$ cat config.mk
export PLATFORM = sky130hd
export DESIGN_NAME = run_sequencer
export DESIGN_NICKNAME = d
export VERILOG_FILES = /design/src/rtl/run_seq_pkg.sv /design/src/rtl/dump_pulser.sv /design/src/rtl/run_sequencer.sv
export SDC_FILE = /design/constraint.sdc
export NUM_CORES = 1
export LEC_CHECK = 0
export ABC_AREA = 1
export CAP_MARGIN = 25
export CORE_AREA = 2 2 112 82
export CTS_BUF_LIST = sky130_fd_sc_hd__clkbuf_4
export CTS_CLUSTER_SIZE = 40
export DETAILED_ROUTE_END_ITERATION = 6
export DIE_AREA = 0 0 114 84
export SLEW_MARGIN = 10
export SYNTH_ARGS = -nofsm -noshare
export SYNTH_HDL_FRONTEND = slang
export SYNTH_SLANG_ARGS = --single-unit
$ cat constraint.sdc
create_clock -name clk -period 2.55 [get_ports clk]
set_clock_uncertainty 0.05 [all_clocks]
set_input_delay 0.51 -clock clk [delete_from_list [all_inputs] [get_ports clk]]
set_output_delay 0.51 -clock clk [all_outputs]
set_load 0.03 [all_outputs]
$ cat src/rtl/run_seq_pkg.sv
// Shared types for the run sequencer: controller states and the dump counter
// width helper.
package run_seq_pkg;

    typedef enum logic [2:0] {
        IDLE   = 3'd0,
        RUN    = 3'd1,
        DUMP_C = 3'd2,
        DUMP_M = 3'd3,
        DONE   = 3'd4
    } run_state_t;

    // Counter wide enough to hold the dump length itself.
    function automatic int dump_cnt_w(input int dump_cyc);
        return $clog2(dump_cyc + 1);
    endfunction

endpackage

$ cat src/rtl/dump_pulser.sv
// Loadable down-counter producing a DUMP_CYC-long registered strobe and a
// flag marking the strobe's final cycle.
module dump_pulser
    import run_seq_pkg::*;
#(
    parameter int DUMP_CYC = 1
) (
    input  logic clk,
    input  logic reset,
    input  logic load,
    output logic strobe,
    output logic fin
);

    localparam int CW = dump_cnt_w(DUMP_CYC);
    localparam logic [CW-1:0] LOAD_VAL = CW'(DUMP_CYC);
    localparam logic [CW-1:0] ONE      = CW'(1);

    logic [CW-1:0] cnt;

    // fin is high during the last strobe cycle so the next stage can load on
    // the same edge that drops this strobe, leaving no gap between dumps.
    assign fin = (cnt == ONE);

    always_ff @(posedge clk or negedge reset) begin
        if (!reset) begin
            cnt    <= '0;
            strobe <= 1'b0;
        end else if (load) begin
            cnt    <= LOAD_VAL;
            strobe <= 1'b1;
        end else if (cnt != '0) begin
            cnt <= cnt - ONE;
            if (fin) begin
                strobe <= 1'b0;
            end
        end
    end

endmodule

$ cat src/rtl/run_sequencer.sv
// Run controller: starts N_CH CPU channels, gathers completions, counts cycles
// with optional timeout, then issues cache and memory dump strobes.
//
// state  | meaning
// IDLE   | waiting for start; last run's results held
// RUN    | start_work high, counting cycles, collecting end_work
// DUMP_C | cache dump strobe active
// DUMP_M | memory dump strobe active
// DONE   | end_work_test high until start drops
module run_sequencer
    import run_seq_pkg::*;
#(
    parameter int N_CH      = 1,
    parameter int CNT_W     = 32,
    parameter int TIMEOUT   = 0,
    parameter int DUMP_CYC  = 1,
    parameter int M_DUMP_EN = 1
) (
    input  logic             clk,
    input  logic             reset,
    input  logic             start,
    input  logic [N_CH-1:0]  end_work,
    output logic [N_CH-1:0]  start_work,
    output logic             c_dump,
    output logic             m_dump,
    output logic [CNT_W-1:0] cycles,
    output logic [N_CH-1:0]  done_mask,
    output logic             timed_out,
    output logic             end_work_test
);

    localparam logic [N_CH-1:0]  ALL_CH  = '1;
    localparam logic [CNT_W-1:0] CNT_MAX = '1;
    localparam logic [CNT_W-1:0] CNT_ONE = CNT_W'(1);
    localparam logic [CNT_W-1:0] TO_VAL  = CNT_W'(TIMEOUT);

    run_state_t       state;
    logic [CNT_W-1:0] cyc_next;
    logic [N_CH-1:0]  mask_next;
    logic             all_done;
    logic             to_hit;
    logic             run_exit;
    logic             m_load;
    logic             c_fin;
    logic             m_fin;

    always_comb begin
        cyc_next  = (cycles == CNT_MAX) ? cycles : cycles + CNT_ONE;
        mask_next = done_mask | end_work;
        all_done  = (mask_next == ALL_CH);
        to_hit    = (TIMEOUT != 0) && (cyc_next == TO_VAL);
        run_exit  = (state == RUN) && (all_done || to_hit);
        m_load    = (M_DUMP_EN != 0) && (state == DUMP_C) && c_fin;
    end

    dump_pulser #(.DUMP_CYC(DUMP_CYC)) u_c_dump (
        .clk    (clk),
        .reset  (reset),
        .load   (run_exit),
        .strobe (c_dump),
        .fin    (c_fin)
    );

    dump_pulser #(.DUMP_CYC(DUMP_CYC)) u_m_dump (
        .clk    (clk),
        .reset  (reset),
        .load   (m_load),
        .strobe (m_dump),
        .fin    (m_fin)
    );

    always_ff @(posedge clk or negedge reset) begin
        if (!reset) begin
            state         <= IDLE;
            start_work    <= '0;
            cycles        <= '0;
            done_mask     <= '0;
            timed_out     <= 1'b0;
            end_work_test <= 1'b0;
        end else begin
            case (state)
                IDLE: begin
                    if (start) begin
                        state      <= RUN;
                        start_work <= ALL_CH;
                        cycles     <= '0;
                        done_mask  <= '0;
                        timed_out  <= 1'b0;
                    end
                end
                RUN: begin
                    cycles    <= cyc_next;
                    done_mask <= mask_next;
                    // all-done takes priority over a coincident timeout
                    if (run_exit) begin
                        state      <= DUMP_C;
                        start_work <= '0;
                        timed_out  <= !all_done;
                    end
                end
                DUMP_C: begin
                    if (c_fin) begin
                        if (M_DUMP_EN != 0) begin
                            state <= DUMP_M;
                        end else begin
                            state         <= DONE;
                            end_work_test <= 1'b1;
                        end
                    end
                end
                DUMP_M: begin
                    if (m_fin) begin
                        state         <= DONE;
                        end_work_test <= 1'b1;
                    end
                end
                DONE: begin
                    if (!start) begin
                        state         <= IDLE;
                        end_work_test <= 1'b0;
                    end
                end
                default: begin
                    state <= IDLE;
                end
            endcase
        end
    end

endmodule

Word-level counts from Yosys, hierarchy flattened:

Cells that the tools add are included.

* register bits: 43
* input port bits: 4
* output and inout port bits: 38
* word-level logic and storage cells: 65

* add/sub/neg operators: 3
* equal/unequal tests: 11
* multiplexer cells: 27
* bitwise logic cells: 1
* reduce and logical (&&, ||, !) cells: 13

Operator list (number)
* two-way mux 32 bit: 2
* case mux 32 bit (2 select lines): 1
* adder 32 x 1 -> 32 bit (second input constant): 1
* == test 32 bit (second input constant): 1
* two-way mux 3 bit: 5
* case mux 3 bit (5 select lines): 1
* two-way mux 1 bit: 14
* AND reduction 3 bit: 3
* != test 2 bit (second input constant): 4
* case mux 1 bit (2 select lines): 4
* nonzero test 2 bit: 4
* == test 3 x 2 -> 1 bit (second input constant): 2
* AND reduction 5 bit: 1
* != test 2 x 1 -> 1 bit (second input constant): 2
* == test 3 x 1 -> 1 bit (second input constant): 1
* == test 3 bit (second input constant): 1
* logical NOT 3 bit: 1
* logical AND 1 bit: 2
* AND reduction 2 bit: 1
* subtractor 1 bit (second input constant): 2
* logical NOT 1 bit: 1
* bitwise OR 1 bit: 1

Depth between registers and ports, before layout:

Gate-level depths: netlist (run 1).

* depth after elaboration: 4
* depth in mapped cells: 10
* mapped depth without buffers: 10

Cells and area by module:

A second synthesis (run 1) with hierarchy kept.

* cell total of the unflattened synthesis: 418
* area, all modules: 2763.9 um^2

By module, submodules not included
* run_sequencer: instances 1, cells each 406, area an instance 2633.8 um^2, seq. area each 975.9 um^2
* dump_pulser: instances 2, cells each 6, area an instance 65.1 um^2, seq. area each 50.0 um^2

Worst setup path before layout (run 1):

Ideal clock, no wire load.

* path type: reg2reg
* start: register cycles[0]
* end: register cycles[0]
* setup time: 140 ps
* arrival time: 1676 ps
* required time: 2360 ps
* slack: 684 ps
* cell stages (with the launch flop): 10
* path buffers: 1
* clock period less this slack: 1866 ps
* cell sequence: dfrtp_1 > ha_1 > nand2_1 > nor2_2 > nand2_2 > nor2_8 > nand3_4 > nand2_2 > buf_6 > o21ai_0

* longest elaborated chain between the ends: 3
* elaborated cells between the ends (all ways): 6
* those cells by class: add/sub (1); eq/ne (2); mux (2); reduce/logical (1)

RTL lines
* start: declaration: line run_sequencer.sv:26 `output logic [CNT_W-1:0] cycles,`
* start signal: assignment: line run_sequencer.sv:92 `cycles <= cyc_next;`
* adder 32 x 1 -> 32 bit or == test 32 bit (tied branches): line run_sequencer.sv:48 `cyc_next = (cycles == CNT_MAX) ? cycles : cycles + CNT_ONE;`
* two-way mux 32 bit or != test 2 bit (tied branches)
* case mux 32 bit (2 select lines) or AND reduction 3 bit (tied branches)

Parallel ways exist; a longest one is shown, timed or not. The select of a mux whose other input is x is not followed.
A chain may end at the register's enable or synchronous reset.

Final worst setup path (run 1):

* start: register cycles[24]
* end: output port cycles[24]

No word-level cell between the ends.

==> results of run 1 <==
[power breakdown]
group / total, mW / switching [mW] / internal (mW)
Sequential: 1.27 / 0.348 / 0.924
Combinational: 1.72 / 1.07 / 0.650
Clock: 0.360 / 0.231 / 0.129
Total: 3.35 / 1.65 / 1.70
[worst max-delay path by stage]
stage	startpoint	cells after the start	slack, ns	to
2_1_floorplan	cycles[0]$_DFFE_PN0P_	9	0.68	cycles[0]$_DFFE_PN0P_
6_report	cycles[24]$_DFFE_PN0P_	1	0.39	cycles[24]
3_3_place_gp	cycles[0]$_DFFE_PN0P_	10	0.59	cycles[1]$_DFFE_PN0P_
4_1_cts	cycles[24]$_DFFE_PN0P_	1	0.38	cycles[24]
3_5_place_dp	cycles[0]$_DFFE_PN0P_	10	0.54	cycles[21]$_DFFE_PN0P_
5_1_grt	cycles[24]$_DFFE_PN0P_	1	0.31	cycles[24]
[cells by family (layout without fill, tap and decap cells)]
kind of cell | after synthesis | count (layout) | synth area share (%)
simple gates | 232 | 232 | 39.0
flops | 43 | 43 | 41.9
buf+inv | 39 | 87 | 6.72
compound gates | 30 | 30 | 7.50
xor+xnor | 13 | 13 | 4.43
fa+ha+maj | 1 | 1 | 0.487
[through the flow]
| stage | power, mW | utilization [%] | hold slack (ns) | worst slack, ns |
|---|---|---|---|---|
| finish | 3.35 | 36.5 | 0.0408 | 0.394 |
| global route | 3.60 | 36.5 | 0.0723 | 0.314 |
| CTS | 3.39 | 36.5 | 0.0568 | 0.382 |
| detailed placement | 3.02 | 35.8 | 0.416 | 0.541 |
| global placement | 3.01 | 35.8 | 0.419 | 0.591 |
| floorplan | 2.37 | - | 0.164 | 0.684 |
[registers in the layout (all words and copies together), names as in the netlist]
| register | flops |
|---|---|
| u_c_dump.strobe | 1 |
| u_m_dump.strobe | 1 |
| timed_out | 1 |
| u_c_dump.fin | 1 |
| u_m_dump.fin | 1 |
| state | 3 |
| end_work_test | 1 |
| start_work | 1 |
| cycles | 32 |
| done_mask | 1 |
[final cells by class]
class                   instances  area, µm²
well taps                     108        135
repair buffers                 44        428
fillers                       934       5490
multi-input cells             276       1320
clock inverters                 1       5.00
inverters                      35        131
clock buffers                   7       52.6
flip-flops and latches         43       1080
[layer usage]
metal / wire, µm / part of all wire, %
met2: 2650 / 40
met4: 78 / 1.2
met5: 0 / 0
met1: 3560 / 54
met3: 349 / 5.3
[synth_stat cells, drive strengths merged]
master / number
dfrtp: 43
o21ai: 27
and3: 1
inv: 34
buf: 4
nand4: 3
clkinv: 1
nand2: 144
o211ai: 1
nor3: 4
xor2: 6
ha: 1
xnor2: 7
a21oi: 1
nand3: 29
nand3b: 3
o21bai: 1
or2: 2
nor2: 46
==> impl_results.md, run 1 <==
* Clock period minus final worst setup slack at 2.16 ns
* Critical path endpoint category: output pin
* Number of placed I/O pins at 42
* Commonest non-fill, non-tap cells in the layout: sky130_fd_sc_hd__nand2_1, sky130_fd_sc_hd__dfrtp_1, sky130_fd_sc_hd__nor2_1, sky130_fd_sc_hd__clkdlybuf4s50_1, sky130_fd_sc_hd__inv_1
* Final setup violation count at 0
* H-tree level count at 2
* Hold Vio Cnt, Final at 0
* Peak supply drop at 0.390 mV
* Result of the run: finished, final reports clean
* Y dimension of the die at 84 µm
* Signed area change from the synthesized netlist to the final layout at 22.5%
* Ratio of total power to cell area at 1060 nW/µm²
* TritonCTS buffer count at 5
* GR Layer Usage met2 at 20.3%
* CP max stage cell: sky130_fd_sc_hd__clkdlybuf4s50_1
* Post-DRT Antenna Nets at 0
* Classification of the worst-slack hold path: input pin to async pin
* Number of nets in the finished design at 410
* Starting Density at 29.8%
* Overflow after GRT at 0
* Fraction of post-synthesis cell area in the top cell type by area at 41.9%
* Via count of the first global-routing pass at 2291
* Setup CP Type: flip-flop to output pin
* Clk_lat worst skew at 0.37 ns
* Crit share post-route at 84.5%
* Max Cap Viol at 0
* Sum of buffers and inverters on the critical path at 1
* Number of different library cells in the post-synthesis netlist at 30
* Synth warnings at 0
* GR Layer Usage met3 at 3.20%
* Core region area at 8640 µm²
* Number of buffers on the longest clock path at 2
* Die area at 9580 µm²
* Number of sinks driven by the clock tree at 43
* Number of detailed-routing iterations run before antenna repair at 5
* Initial antenna violation count at 0
* M1 GR Usage at 22.9%
* Number of cells upsized or downsized after cts at 0
* Number of cells in the finished layout apart from fillers at 514
* Std cell rows at 29
* Slew margin rel. at 64.9%
* Total Routed Length at 6630 µm
* Clock tree from TritonCTS: yes
* Top Usage Layer GRT: met1
* Arrival time at the worst endpoint at 1.60 ns
* Finished layout cell area at 3150 µm²
* Cell total after placement at 506
* # DRC at 0
* Vias at 2402
* Terminus of the critical flop-to-flop path: cycles[21]$_DFFE_PN0P_
* Area of placed instances at 3090 µm²
* Overall global routing resource usage at 14.7%
* Hold buffer count at cts at 0
* Critical-path cell list: clkdlybuf4s50_1
* DIE WIDTH at 114 µm
* Buffers inserted by post-CTS timing repair at 0
* Clock transition at path regs at 0.13 ns
* Critical Path Source Type: flip-flop
* Vias per Instance at 4.67
* Setup repair after global routing missed its margin: no
* Ant diodes at 0
* Max Slew Vio Count at 0
* Library cell occupying the most area in the post-synthesis netlist: sky130_fd_sc_hd__dfrtp_1
* Most frequent standard cell in the layout excluding fill and tap cells: sky130_fd_sc_hd__nand2_1
* Synth Instances at 358
* Seq/Total Area, Yosys at 41.9%
* Register bit total from synthesis at 43
* Post-Syn Area per Cell at 7.18 µm²
* Net count after synthesis at 363
* First-pass GRT wire length at 11200 µm
* Gate family responsible for the most delay along the worst path: buffers and inverters
* Required arrival time at the worst endpoint at 1.99 ns
* Crit-path max cell delay at 0.72 ns
* Sum of negative setup slack at 0 ns
* Buffers on Ports at 41
* Area contributors post-synth: sky130_fd_sc_hd__dfrtp_1, sky130_fd_sc_hd__nand2_1, sky130_fd_sc_hd__nor2_1, sky130_fd_sc_hd__nand3_1, sky130_fd_sc_hd__inv_1
* Netlist Area Pre-Place at 2570 µm²
* RD Place Congestion at 0.898
* Share of post-route cells with drive strength above 1 at 9.61%
* Crit Reg-Reg Startpoint: cycles[0]$_DFFE_PN0P_
* Reg2Reg Depth at 10
* Half-perimeter wire length after placement at 5060 µm
* Largest fanout of any net on the critical path at 6
* Pin count of the biggest net entering global routing at 29
* Max Fclk at 464 MHz
* R2r setup slk at 0.52 ns
* DRT iter0 DRCs at 130
* Buffer type at the clock tree root: sky130_fd_sc_hd__clkbuf_4
* Routed wire per std cell at 12.9 µm
* Lkg Pwr at 1.35 nW
* Worst Max-Slew Pin Slew at 0.524 ns
Note: power is estimated with default switching activity, not from simulation.
==> run 2, diff against run 1 <==
- clock period: 2.55 -> 1.8 ns (I/O delays scaled with it)
==> run 2 against run 1 <==
Core utilization is 3.5 points higher. Clock-buffer cell count down 2. First-iteration DRC count is 48% higher. Hold slack improved by 0.38 ns. Global-route usage grew 1.1 points. Die area is the same. Register-to-register slack got worse by 0.46 ns. Highest routed layer unchanged. Largest cell class unchanged. Non-clock buffer count increased by 25.
==> impl_results.md, run 2 (synthesis results as in run 1) <==
* Crit-path max cell delay at 0.43 ns (-0.29 ns)
* Number of sinks driven by the clock tree at 43 (unchanged)
* Ratio of total power to cell area at 1490 nW/µm² (+40%)
* CP max stage cell: sky130_fd_sc_hd__dfrtp_2
* Largest fanout of any net on the critical path at 7 (+1)
* Sum of negative setup slack at 0 ns (unchanged)
* Slew margin rel. at 68.2% (+3.2 points)
* Number of nets in the finished design at 437 (+6.6%)
* Most frequent standard cell in the layout excluding fill and tap cells: sky130_fd_sc_hd__nand2_1
* Core region area at 8640 µm² (unchanged)
* Initial antenna violation count at 0 (unchanged)
* Arrival time at the worst endpoint at 1.96 ns (+0.36 ns)
* Pin count of the biggest net entering global routing at 29 (unchanged)
* Buffers on Ports at 41 (unchanged)
* Std cell rows at 29 (unchanged)
* Share of post-route cells with drive strength above 1 at 18.9% (+9.3 points)
* Required arrival time at the worst endpoint at 2.03 ns (+0.04 ns)
* H-tree level count at 2 (unchanged)
* Number of placed I/O pins at 42 (unchanged)
* Number of buffers on the longest clock path at 2 (unchanged)
* Vias per Instance at 4.77 (+2.1%)
* Half-perimeter wire length after placement at 5400 µm (+6.8%)
* Flip-flop count of the largest register, all copies and words added at 32 (unchanged)
* Sum of buffers and inverters on the critical path at 1 (unchanged)
* Post-DRT Antenna Nets at 0 (unchanged)
* Largest Register: cycles
* Max Cap Viol at 0 (unchanged)
* Die area at 9580 µm² (unchanged)
* Gate family responsible for the most delay along the worst path: simple AND/OR/NAND/NOR gates
* TritonCTS buffer count at 5 (unchanged)
* Hold Vio Cnt, Final at 0 (unchanged)
* First-pass GRT wire length at 12000 µm (+7.2%)
* Number of detailed-routing iterations run before antenna repair at 5 (unchanged)
* Via count of the first global-routing pass at 2413 (+5.3%)
* Signed area change from the synthesized netlist to the final layout at 34.2%
* Starting Density at 29.8% (unchanged)
* Critical path endpoint category: flip-flop
* Worst Max-Slew Pin Slew at 0.478 ns (-0.0463 ns)
* RD Place Congestion at 0.952 (+6.0%)
* Overall global routing resource usage at 15.8% (+1.1 points)
* Crit share post-route at 96.4%
* Hold slack final at 0.426 ns (+0.385 ns)
* Critical Path Source Type: flip-flop
* Result of the run: finished, final reports clean
* Ant diodes at 0 (unchanged)
* Clock tree from TritonCTS: yes
* # DRC at 0 (unchanged)
* Buffer type at the clock tree root: sky130_fd_sc_hd__clkbuf_4
* Critical-path cell list: ha_4 -> nand2_2 -> nor2_4 -> nand2_4 -> nor2_8 -> nand3_4 -> nand2_8 -> inv_2 -> o21ai_1
* Routed wire per std cell at 13.7 µm (+6.5%)
* Peak supply drop at 0.647 mV (+66%)
* Max Fclk at 576 MHz
* Total Routed Length at 7430 µm (+12%)
* Regs by FF count: cycles: 32 flops, state: 3 flops
* DIE WIDTH at 114 µm (unchanged)
* Y dimension of the die at 84 µm (unchanged)
* Vias at 2582 (+7.5%)
* DRT iter0 DRCs at 193 (+48%)
* Overflow after GRT at 0 (unchanged)
* Commonest non-fill, non-tap cells in the layout: sky130_fd_sc_hd__nand2_1, sky130_fd_sc_hd__nor2_1, sky130_fd_sc_hd__dlygate4sd2_1, sky130_fd_sc_hd__dfrtp_1
* Max Slew Vio Count at 0 (unchanged)
* Clk_lat worst skew at 0.35 ns (-0.02 ns)
* Clock period minus final worst setup slack at 1.74 ns
* Final setup violation count at 0 (unchanged)
* Classification of the worst-slack hold path: input pin to async pin
* Lkg Pwr at 1.67 nW (+24%)
* Clock transition at path regs at 0.14 ns (about the same)
* Setup CP Type: flip-flop to flip-flop
-- run 2: cell types whose count changed in the layout (fill, tap and decap cells not counted), sizes merged --
cell / previous run / this run
clkinv: 2 / 3
dlygate4sd3: 0 / 1
buf: 4 / 27
clkdlybuf4s50: 40 / 2
dlygate4sd2: 0 / 38
nand2: 144 / 146
clkbuf: 7 / 6
bufinv: 0 / 1
-- run 2: worst paths after layout --
path                                                  start                          end  slack [ns]  depth (start not counted)
worst max-delay path                  cycles[1]$_DFFE_PN0P_       cycles[24]$_DFFE_PN0P_        0.06                          9
worst min-delay path                                  reset       cycles[29]$_DFFE_PN0P_        0.43                          2
worst max register to register        cycles[1]$_DFFE_PN0P_       cycles[24]$_DFFE_PN0P_        0.06                          9
worst min register to register  u_c_dump.strobe$_DFFE_PN0P_  u_c_dump.strobe$_DFFE_PN0P_        0.45                          2
max in group asynchronous                             reset        cycles[6]$_DFFE_PN0P_        0.76                          3
min in group clk                u_c_dump.strobe$_DFFE_PN0P_  u_c_dump.strobe$_DFFE_PN0P_        0.45                          2
-- run 2: layer usage --
| layer | vias to the layer above | GRT usage (%) | wire length [µm] |
|---|---|---|---|
| li1 | 1279 | - | - |
| met1 | 1204 | 24.6 | 3780 |
| met2 | 93 | 22.7 | 3150 |
| met3 | 6 | 2.54 | 444 |
| met4 | 0 | 3.33 | 55 |
| met5 | - | 0 | 0 |
-- run 2: cell type report --
class	count	area (µm²)
fill	904	5190
multi-input combinational	278	1400
sequential	43	1090
timing repair buffer	69	613
tap	108	135
inverter	35	131
clock inverter	3	38.8
clock buffer	5	37.5
-- run 2: metrics by stage --
step	total power [mW]	util, %	setup WS (ns)	instances	instance area (µm²)
global route	5.50	39.9	-0.0266	541	3450
CTS	4.92	38.4	0.00770	534	3320
detailed placement	4.47	37.8	-0.0312	525	3260
floorplan	3.36	-	0.0457	358	2570
global placement	4.43	37.8	0.0656	525	3260
finish	5.13	39.9	0.0639	541	3450
-- run 2: where the power goes --
group	internal (mW)	switching, mW	leakage, nW
clock network	0.286	0.332	0.0426
registers	1.33	0.443	0.556
logic	0.976	1.76	1.07
-- run 2: timing repair --
action | in CTS | in global routing
pin swaps | 0 | 4
hold buffers | 1 | 0
endpoints found under the hold margin | 18 | 0
gates cloned | 0 | 3
setup endpoints to repair | 43 | 26
resized for setup | 41 | 20
setup buffers | 0 | 4
==> run 3, diff against run 2 <==
- TNS_END_PERCENT: unset -> 5
==> results of run 3 <==
Same layout as run 2: the final DEF is identical, and so are final timing and power.
Main changes from that run: number of gates resized after CTS 41 -> 40
